$ cat config.mk
export PLATFORM = sky130hd
export DESIGN_NAME = servo_ipd_pwm_flat
export DESIGN_NICKNAME = d
export VERILOG_FILES = /design/src/rtl/servo_ipd_pwm_pkg.sv /design/src/rtl/servo_ipd_pwm_if.sv /design/src/rtl/servo_ipd_pwm_pwm_gen.sv /design/src/rtl/servo_ipd_pwm.sv /design/src/flat_wrapper.sv
export SDC_FILE = /design/constraint.sdc
export NUM_CORES = 2
export LEC_CHECK = 0
export BUFFER_PORTS_ARGS = -buffer_cell sky130_fd_sc_hd__buf_2
export CELL_PAD_IN_SITES_DETAIL_PLACEMENT = 1
export CELL_PAD_IN_SITES_GLOBAL_PLACEMENT = 2
export CORE_UTILIZATION = 42
export DETAILED_ROUTE_END_ITERATION = 7
export GPL_TIMING_DRIVEN = 0
export PLACE_DENSITY = 0.83
export SLEW_MARGIN = 40
export SYNTH_ARGS = -nofsm -noshare
export SYNTH_HDL_FRONTEND = slang
export SYNTH_SLANG_ARGS = --single-unit
export TNS_END_PERCENT = 10
$ cat constraint.sdc
create_clock -name clk -period 13.9 [get_ports clk]
set_input_delay 0.695 -clock clk [delete_from_list [all_inputs] [get_ports clk]]
set_output_delay 0.695 -clock clk [all_outputs]
set_load 0.01 [all_outputs]
$ cat src/rtl/servo_ipd_pwm_pkg.sv
// Shared types and helpers for the servo_ipd_pwm I-PD position loop.
package servo_pkg;

   typedef enum logic [2:0] {
      IDLE,
      ERR,
      MP,
      MI,
      MD,
      SUM,
      DONE
   } state_e;

   localparam int unsigned PWM_W_DEFAULT = 8;
   localparam int unsigned MID_DUTY      = 1 << (PWM_W_DEFAULT - 1);

   // Symmetric clamp to +/-(2^(width-1)-1); the most negative code is never produced.
   function automatic logic signed [63:0] sat_signed(input logic signed [63:0] value,
                                                     input int unsigned        width);
      logic signed [63:0] lim;
      lim = (64'sd1 <<< (width - 1)) - 64'sd1;
      if (value > lim) begin
         return lim;
      end else if (value < -lim) begin
         return -lim;
      end
      return value;
   endfunction

endpackage

$ cat src/rtl/servo_ipd_pwm_if.sv
// Sample/setpoint/gain bus from the SPI ADC side into the servo loop.
interface servo_ipd_pwm_if #(
   parameter int REF_W  = 8,
   parameter int ADC_W  = 12,
   parameter int GAIN_W = 16
);
   logic [REF_W-1:0]  ref_pos;
   logic [ADC_W-1:0]  adc_data;
   logic              adc_valid;
   logic [GAIN_W-1:0] kp;
   logic [GAIN_W-1:0] ki;
   logic [GAIN_W-1:0] kd;

   modport master (output ref_pos, adc_data, adc_valid, kp, ki, kd);
   modport slave  (input  ref_pos, adc_data, adc_valid, kp, ki, kd);
endinterface

$ cat src/rtl/servo_ipd_pwm_pwm_gen.sv
// PWM output stage: prescaler, PWM_W-bit counter, duty double-buffered at the counter wrap.
module servo_pwm_gen
   import servo_pkg::*;
#(
   parameter int PWM_W    = 8,
   parameter int PRESCALE = 16
) (
   input  logic             clk,
   input  logic             rst_n,
   input  logic [PWM_W-1:0] duty_pend_i,
   output logic [PWM_W-1:0] duty_o,
   output logic             pwm_o
);

   localparam int PS_W = (PRESCALE > 1) ? $clog2(PRESCALE) : 1;
   localparam logic [PS_W-1:0]  PS_LAST = PS_W'(PRESCALE - 1);
   localparam logic [PWM_W-1:0] MID     = {1'b1, {(PWM_W-1){1'b0}}};

   logic [PS_W-1:0]  presc_q, presc_d;
   logic [PWM_W-1:0] cnt_q, cnt_d;
   logic [PWM_W-1:0] duty_q, duty_d;
   logic             pwm_q, pwm_d;
   logic             tick;

   always_comb begin
      tick    = (presc_q == PS_LAST);
      presc_d = tick ? '0 : presc_q + 1'b1;
      cnt_d   = tick ? cnt_q + 1'b1 : cnt_q;
      duty_d  = (tick && (cnt_q == '1)) ? duty_pend_i : duty_q;
      // Registered compare so the pin is low out of reset.
      pwm_d   = (cnt_d < duty_d);
   end

   always_ff @(posedge clk or negedge rst_n) begin
      if (!rst_n) begin
         presc_q <= '0;
         cnt_q   <= '0;
         duty_q  <= MID;
         pwm_q   <= 1'b0;
      end else begin
         presc_q <= presc_d;
         cnt_q   <= cnt_d;
         duty_q  <= duty_d;
         pwm_q   <= pwm_d;
      end
   end

   assign duty_o = duty_q;
   assign pwm_o  = pwm_q;

endmodule

$ cat src/rtl/servo_ipd_pwm.sv
// I-PD position loop with one time-multiplexed multiplier feeding a PWM stage.
// Optional SERVO_DEADBAND_EN adds deadband_i, holding the integrator for small errors.
module servo_ipd_pwm
   import servo_pkg::*;
#(
   parameter int REF_W    = 8,
   parameter int ADC_W    = 12,
   parameter int GAIN_W   = 16,
   parameter int FRAC     = 8,
   parameter int ACC_W    = 24,
   parameter int PWM_W    = 8,
   parameter int PRESCALE = 16
) (
   input  logic             clk,
   input  logic             rst_n,
   input  logic             enable_i,
   servo_ipd_pwm_if.slave   bus,
`ifdef SERVO_DEADBAND_EN
   input  logic [ADC_W-1:0] deadband_i,
`endif
   output logic             pwm_o,
   output logic [PWM_W-1:0] duty_o,
   output logic             duty_valid_o,
   output logic             busy_o,
   output logic             sat_o,
   output logic             overrun_o
);

   localparam int SH     = ADC_W - PWM_W;
   localparam int PROD_W = GAIN_W + ACC_W + 1;
   localparam logic [PWM_W-1:0] MID    = {1'b1, {(PWM_W-1){1'b0}}};
   localparam logic signed [63:0] MID_S  = 64'sd1 <<< (PWM_W - 1);
   localparam logic signed [63:0] VMAX_S = (64'sd1 <<< PWM_W) - 64'sd1;

   state_e                   state_q, state_d;
   logic [ADC_W-1:0]         y_q, y_d, ref_q, ref_d, yprev_q, yprev_d;
   logic [GAIN_W-1:0]        kp_q, kp_d, ki_q, ki_d, kd_q, kd_d;
   logic signed [ACC_W-1:0]  integ_q, integ_d, integ_old_q, integ_old_d, acc_q, acc_d;
   logic [PWM_W-1:0]         v_q, v_d, pend_q, pend_d;
   logic                     sat_q, sat_d, ovr_q, ovr_d;
   logic                     busy, hold;
   logic signed [ADC_W:0]    err, dy;
   logic [GAIN_W-1:0]        gain_sel;
   logic signed [ACC_W-1:0]  mul_b, acc_shift;
   logic signed [PROD_W-1:0] prod, term;
   logic signed [63:0]       acc_sum, integ_sum, v_sum;

   assign busy = (state_q != IDLE) && (state_q != DONE);
   assign err  = $signed({1'b0, ref_q}) - $signed({1'b0, y_q});
   // y_prev - y, i.e. the negated derivative, so the multiplier only ever accumulates.
   assign dy   = $signed({1'b0, yprev_q}) - $signed({1'b0, y_q});

`ifdef SERVO_DEADBAND_EN
   logic [ADC_W:0] err_mag;
   assign err_mag = err[ADC_W] ? $unsigned(-err) : $unsigned(err);
   assign hold    = (err_mag <= {1'b0, deadband_i});
`else
   assign hold    = 1'b0;
`endif

   always_comb begin
      gain_sel = kp_q;
      mul_b    = '0;
      case (state_q)
         MP: begin
            gain_sel = kp_q;
            mul_b    = -ACC_W'($signed({1'b0, y_q}));
         end
         MI: begin
            gain_sel = ki_q;
            mul_b    = integ_q;
         end
         MD: begin
            gain_sel = kd_q;
            mul_b    = ACC_W'(dy);
         end
         default: ;
      endcase
      prod = PROD_W'($signed({1'b0, gain_sel})) * PROD_W'(mul_b);
      term = prod >>> FRAC;
   end

   always_comb begin
      state_d     = state_q;
      y_d         = y_q;
      ref_d       = ref_q;
      yprev_d     = yprev_q;
      kp_d        = kp_q;
      ki_d        = ki_q;
      kd_d        = kd_q;
      integ_d     = integ_q;
      integ_old_d = integ_old_q;
      acc_d       = acc_q;
      v_d         = v_q;
      pend_d      = pend_q;
      sat_d       = sat_q;
      ovr_d       = ovr_q;
      acc_sum     = ((state_q == MP) ? 64'sd0 : 64'(acc_q)) + 64'(term);
      integ_sum   = 64'(integ_q) + 64'(err);
      acc_shift   = acc_q >>> SH;
      v_sum       = 64'(acc_shift) + MID_S;

      case (state_q)
         IDLE: begin
            if (bus.adc_valid) begin
               y_d     = bus.adc_data;
               ref_d   = ADC_W'(bus.ref_pos) << (ADC_W - REF_W);
               kp_d    = bus.kp;
               ki_d    = bus.ki;
               kd_d    = bus.kd;
               state_d = ERR;
            end
         end
         ERR: begin
            integ_old_d = integ_q;
            if (!hold) begin
               integ_d = ACC_W'(sat_signed(integ_sum, ACC_W));
            end
            state_d = MP;
         end
         MP, MI: begin
            acc_d   = ACC_W'(sat_signed(acc_sum, ACC_W));
            state_d = (state_q == MP) ? MI : MD;
         end
         MD: begin
            acc_d   = ACC_W'(sat_signed(acc_sum, ACC_W));
            yprev_d = y_q;
            state_d = SUM;
         end
         SUM: begin
            sat_d = 1'b1;
            if (v_sum < 64'sd0) begin
               v_d = '0;
            end else if (v_sum > VMAX_S) begin
               v_d = '1;
            end else begin
               v_d   = PWM_W'(v_sum);
               sat_d = 1'b0;
            end
            // Anti-windup: a clamped output discards this sample's integrator step.
            if (sat_d) begin
               integ_d = integ_old_q;
            end
            state_d = DONE;
         end
         DONE: begin
            pend_d  = v_q;
            state_d = IDLE;
         end
         default: state_d = IDLE;
      endcase

      if (bus.adc_valid && busy) begin
         ovr_d = 1'b1;
      end

      if (!enable_i) begin
         state_d = IDLE;
         integ_d = '0;
         pend_d  = MID;
         ovr_d   = 1'b0;
      end
   end

   always_ff @(posedge clk or negedge rst_n) begin
      if (!rst_n) begin
         state_q <= IDLE;
         integ_q <= '0;
         yprev_q <= '0;
         pend_q  <= MID;
         sat_q   <= 1'b0;
         ovr_q   <= 1'b0;
      end else begin
         state_q <= state_d;
         integ_q <= integ_d;
         yprev_q <= yprev_d;
         pend_q  <= pend_d;
         sat_q   <= sat_d;
         ovr_q   <= ovr_d;
      end
   end

   always_ff @(posedge clk) begin
      y_q         <= y_d;
      ref_q       <= ref_d;
      kp_q        <= kp_d;
      ki_q        <= ki_d;
      kd_q        <= kd_d;
      integ_old_q <= integ_old_d;
      acc_q       <= acc_d;
      v_q         <= v_d;
   end

   servo_pwm_gen #(
      .PWM_W    (PWM_W),
      .PRESCALE (PRESCALE)
   ) u_pwm (
      .clk         (clk),
      .rst_n       (rst_n),
      .duty_pend_i (pend_q),
      .duty_o      (duty_o),
      .pwm_o       (pwm_o)
   );

   assign duty_valid_o = (state_q == DONE) && enable_i;
   assign busy_o       = busy;
   assign sat_o        = sat_q;
   assign overrun_o    = ovr_q;

endmodule
$ cat src/flat_wrapper.sv
// flat-port wrapper written by rule: the top's interface ports become plain ports
module servo_ipd_pwm_flat import servo_pkg::*;
#(
   parameter int REF_W    = 8,
   parameter int ADC_W    = 12,
   parameter int GAIN_W   = 16,
   parameter int FRAC     = 8,
   parameter int ACC_W    = 24,
   parameter int PWM_W    = 8,
   parameter int PRESCALE = 16
)
  (clk, rst_n, enable_i, pwm_o, duty_o, duty_valid_o, busy_o, sat_o, overrun_o, bus_ref_pos, bus_adc_data, bus_adc_valid, bus_kp, bus_ki, bus_kd);
  servo_ipd_pwm_if #(.REF_W(REF_W), .ADC_W(ADC_W), .GAIN_W(GAIN_W)) bus_i ();
  input  logic clk;
  input  logic rst_n;
  input  logic enable_i;
  output logic pwm_o;
  output logic [PWM_W-1:0] duty_o;
  output logic duty_valid_o;
  output logic busy_o;
  output logic sat_o;
  output logic overrun_o;
  input wire logic [$bits(bus_i.ref_pos)-1:0] bus_ref_pos;
  input wire logic [$bits(bus_i.adc_data)-1:0] bus_adc_data;
  input wire logic [$bits(bus_i.adc_valid)-1:0] bus_adc_valid;
  input wire logic [$bits(bus_i.kp)-1:0] bus_kp;
  input wire logic [$bits(bus_i.ki)-1:0] bus_ki;
  input wire logic [$bits(bus_i.kd)-1:0] bus_kd;
  assign bus_i.ref_pos = bus_ref_pos;
  assign bus_i.adc_data = bus_adc_data;
  assign bus_i.adc_valid = bus_adc_valid;
  assign bus_i.kp = bus_kp;
  assign bus_i.ki = bus_ki;
  assign bus_i.kd = bus_kd;
  servo_ipd_pwm #(.REF_W(REF_W), .ADC_W(ADC_W), .GAIN_W(GAIN_W), .FRAC(FRAC), .ACC_W(ACC_W), .PWM_W(PWM_W), .PRESCALE(PRESCALE)) u_core (.clk(clk), .rst_n(rst_n), .enable_i(enable_i), .bus(bus_i), .pwm_o(pwm_o), .duty_o(duty_o), .duty_valid_o(duty_valid_o), .busy_o(busy_o), .sat_o(sat_o), .overrun_o(overrun_o));
endmodule
==> results.md <==
- Status: completed
- Worst Path Arrival: between 10000 and 15000 ps
- DRC viols: 0
- Final min period: roughly 13000 ps
- Worst Tran Pin Value: 920 ps
- Syn_nets: between 3000 and 4000
- Cells after synthesis: approximately 2900
- Register area: roughly 0.0055 mm²
- Vias per Instance: about 5.7
- Die height: between 200 and 300 µm
- Worst Path Max Fanout: 10
- Global Route Usage Sum: around 29%
- Fmax: 75.0 MHz
- Crit-path max cell delay: 540 ps
- Flop-to-flop setup slack: between 500 and 600 ps
- DP HPWL: 75800 µm
- ANT nets after route: 0
- Via count: 22200
- Final instance area: around 0.029 mm²
- Worst setup margin: between 500 and 600 ps
- Largest net degree at the start of global routing: 50
- CP Capture Type: register
- Post-synth EDFFs: around 120
- TritonRoute pass-1 iters: 5
- CTS Hold Bufs: 0
- Max cap viols: 0
- Post-place setup slack: between 100 and 150 ps
- Mapped Area: roughly 0.027 mm²
- Clock skew: around 12 ps
- IO Port Bufs: 84
- DRT iter0 DRCs: about 1600
- CTS tree: built
- Core Footprint: around 0.063 mm²
- Synth area leader: fa_1
- Library cells used by synthesis: 100
- H-tree Lvls: 4
- Worst-case clock buffer depth: 2
- # rows: between 90 and 100
- Asr flop ratio synth: about 36%
- Pins over their slew limit: 0
- Syn_area_per_cell: roughly 9 µm²
- Ys Warns: 0
- Congestion Overflow GR: 0
- Fill cell count: ~7400
- Hold Slack: between 30 and 40 ps
- Num ports: 85
- Synth area leaders: fa_1, edfxtp_1, ha_1
- Worst-Skew Late Latency: between 500 and 600 ps
- Area of the multi-input gates: 0.0190 mm²
- Area growth syn-to-layout: 9.15%
- Starting density of the core: 42.5%
- Routed length per instance: roughly 23 µm
- First-pass GRT wire length: around 140000 µm
- Ys flop type: edfxtp_1
- Num CTS Buffers: 17
- Endpoints failing hold: 0
- Clk sinks: 194
- CP dominant cell by count: o21ai_0
- Die Area: 0.0649 mm²
- Total wire length: 90300 µm
- Die Wd: between 200 and 300 µm
- Startpoint Class: register
- Fin crit share: 96.0%
- Crit Path Category: register to register
- Most numerous cell in the Yosys netlist: inv_1
- Vias in the first global route: approximately 24000
- Clock Tree Root: clkbuf_16
- Share of cells above drive strength 1: 8.34%
- RePlAce Congestion: roughly 0.95
- Commonest cells post-synth: inv_1, fa_1, o21ai_0
- NumNets Final: around 3700
- #FFs+latches synth: approximately 190
- Register area share after synthesis: slightly above 20%
- Slowest CP cell: edfxtp_1
- Cell Area, Placed: about 0.029 mm²
- WP data required: 14120 ps
- Initial antenna violation count: 0
- Setup-failing EPs final: 0
- Clock-pin slew of the registers on the worst-case setup and hold paths: 90 ps
- Synth top area share: between 20% and 30%
- Slew HR: about two fifths
- Hold Crit Class: input port to async pin
-- state kept, by name (all words and copies together) (netlist names), 3 cells and up --
signal,flops
u_core.acc_q,24
u_core.integ_old_q,24
u_core.integ_q,24
u_core.kd_q,16
u_core.ki_q,16
u_core.kp_q,16
u_core.y_q,12
u_core.yprev_q,12
u_core.pend_q,8
u_core.ref_q,8
u_core.u_pwm.cnt_q,8
u_core.u_pwm.duty_o,8
u_core.v_q,8
u_core.u_pwm.presc_q,4
u_core.state_q,3
-- cells in the final DEF, fill, tap and decap left out, types with 32 or more instances in the layout --
master | Yosys | final
ha_1 | 190 | 190
xor2_1 | 32 | 32
o21ai_0 | 252 | 250
nor2_1 | 200 | 200
nor3_1 | 35 | 34
a21o_1 | 40 | 40
dfrtp_1 | 68 | 68
nand2_1 | 228 | 227
xnor2_1 | 68 | 68
buf_2 | 2 | 101
inv_1 | 513 | 513
clkbuf_1 | 105 | 98
edfxtp_1 | 124 | 124
a21oi_1 | 213 | 204
o21a_1 | 34 | 34
and2_1 | 37 | 36
fa_1 | 378 | 377
-- through the flow --
step	std cells	util, %	TNS, ps
after floorplan	2933	-	0
after global placement	3863	44.9	-5810
after detailed placement	3883	45.3	0
after CTS	3915	46.3	0
after global routing	3915	46.4	-40.8
final	3917	46.4	0
-- per-layer routing --
metal  share of wire [%]  track usage, %  wire length, µm
met3                 4.1            3.65             3730
met4                 3.4            10.6             3090
met2                  49            49.7            44200
met1                  43            38.6            39200
met5                   0               0                0
-- area by class of cell --
class | instances | share of cell area, %
antenna | 2 | 0.0171
multi-input combinational | 2097 | 64.9
inverter | 513 | 6.58
sequential | 194 | 18.7
timing repair buffer | 104 | 1.92
clock inverter | 14 | 0.615
clock buffer | 18 | 1.50
tap | 846 | 3.62
buffer | 129 | 2.09
-- repair_timing --
| action | in CTS | in global routing |
|---|---|---|
| setup endpoints to repair | 0 | 23 |
| setup buffers | 0 | 0 |
| gates resized for setup | 0 | 19 |
-- path summary, 6_finish.rpt --
check | startpoint | depth (start not counted) | to
setup reg to reg | u_core.y_q[2] | 45 | u_core.acc_q[7]
min in group clk | bus_kp[10] | 1 | u_core.kp_q[10]
hold reg to reg | u_core.v_q[7] | 2 | u_core.pend_q[7]
max in group asynchronous | rst_n | 2 | u_core.pend_q[7]
setup / recovery | u_core.y_q[2] | 45 | u_core.acc_q[7]
hold / removal | rst_n | 1 | u_core.integ_q[8]
-- worst max-delay path, delay by kind of cell, from the launching register on --
kind	cells	cell delay, ps
buf+inv	6	960
mux	1	350
flops	1	540
simple gates	11	2580
xor+xnor	1	180
fa+ha+maj	9	4180
compound gates	17	4210
-- cells by family after synthesis --
family / Yosys count / synth area share (%)
XOR/XNOR: 100 / 3.27
buffers and inverters: 642 / 9.42
AO/OA/AOI/OAI: 725 / 16.8
AND/OR/NAND/NOR: 678 / 12.0
multiplexers: 26 / 0.984
adder cells (fa/ha/maj): 568 / 37.1
flip-flops: 194 / 20.4
Power is left out: the tool's default activity adds up to more than one toggle a clock period on the data nets, which glitch-free logic cannot reach.
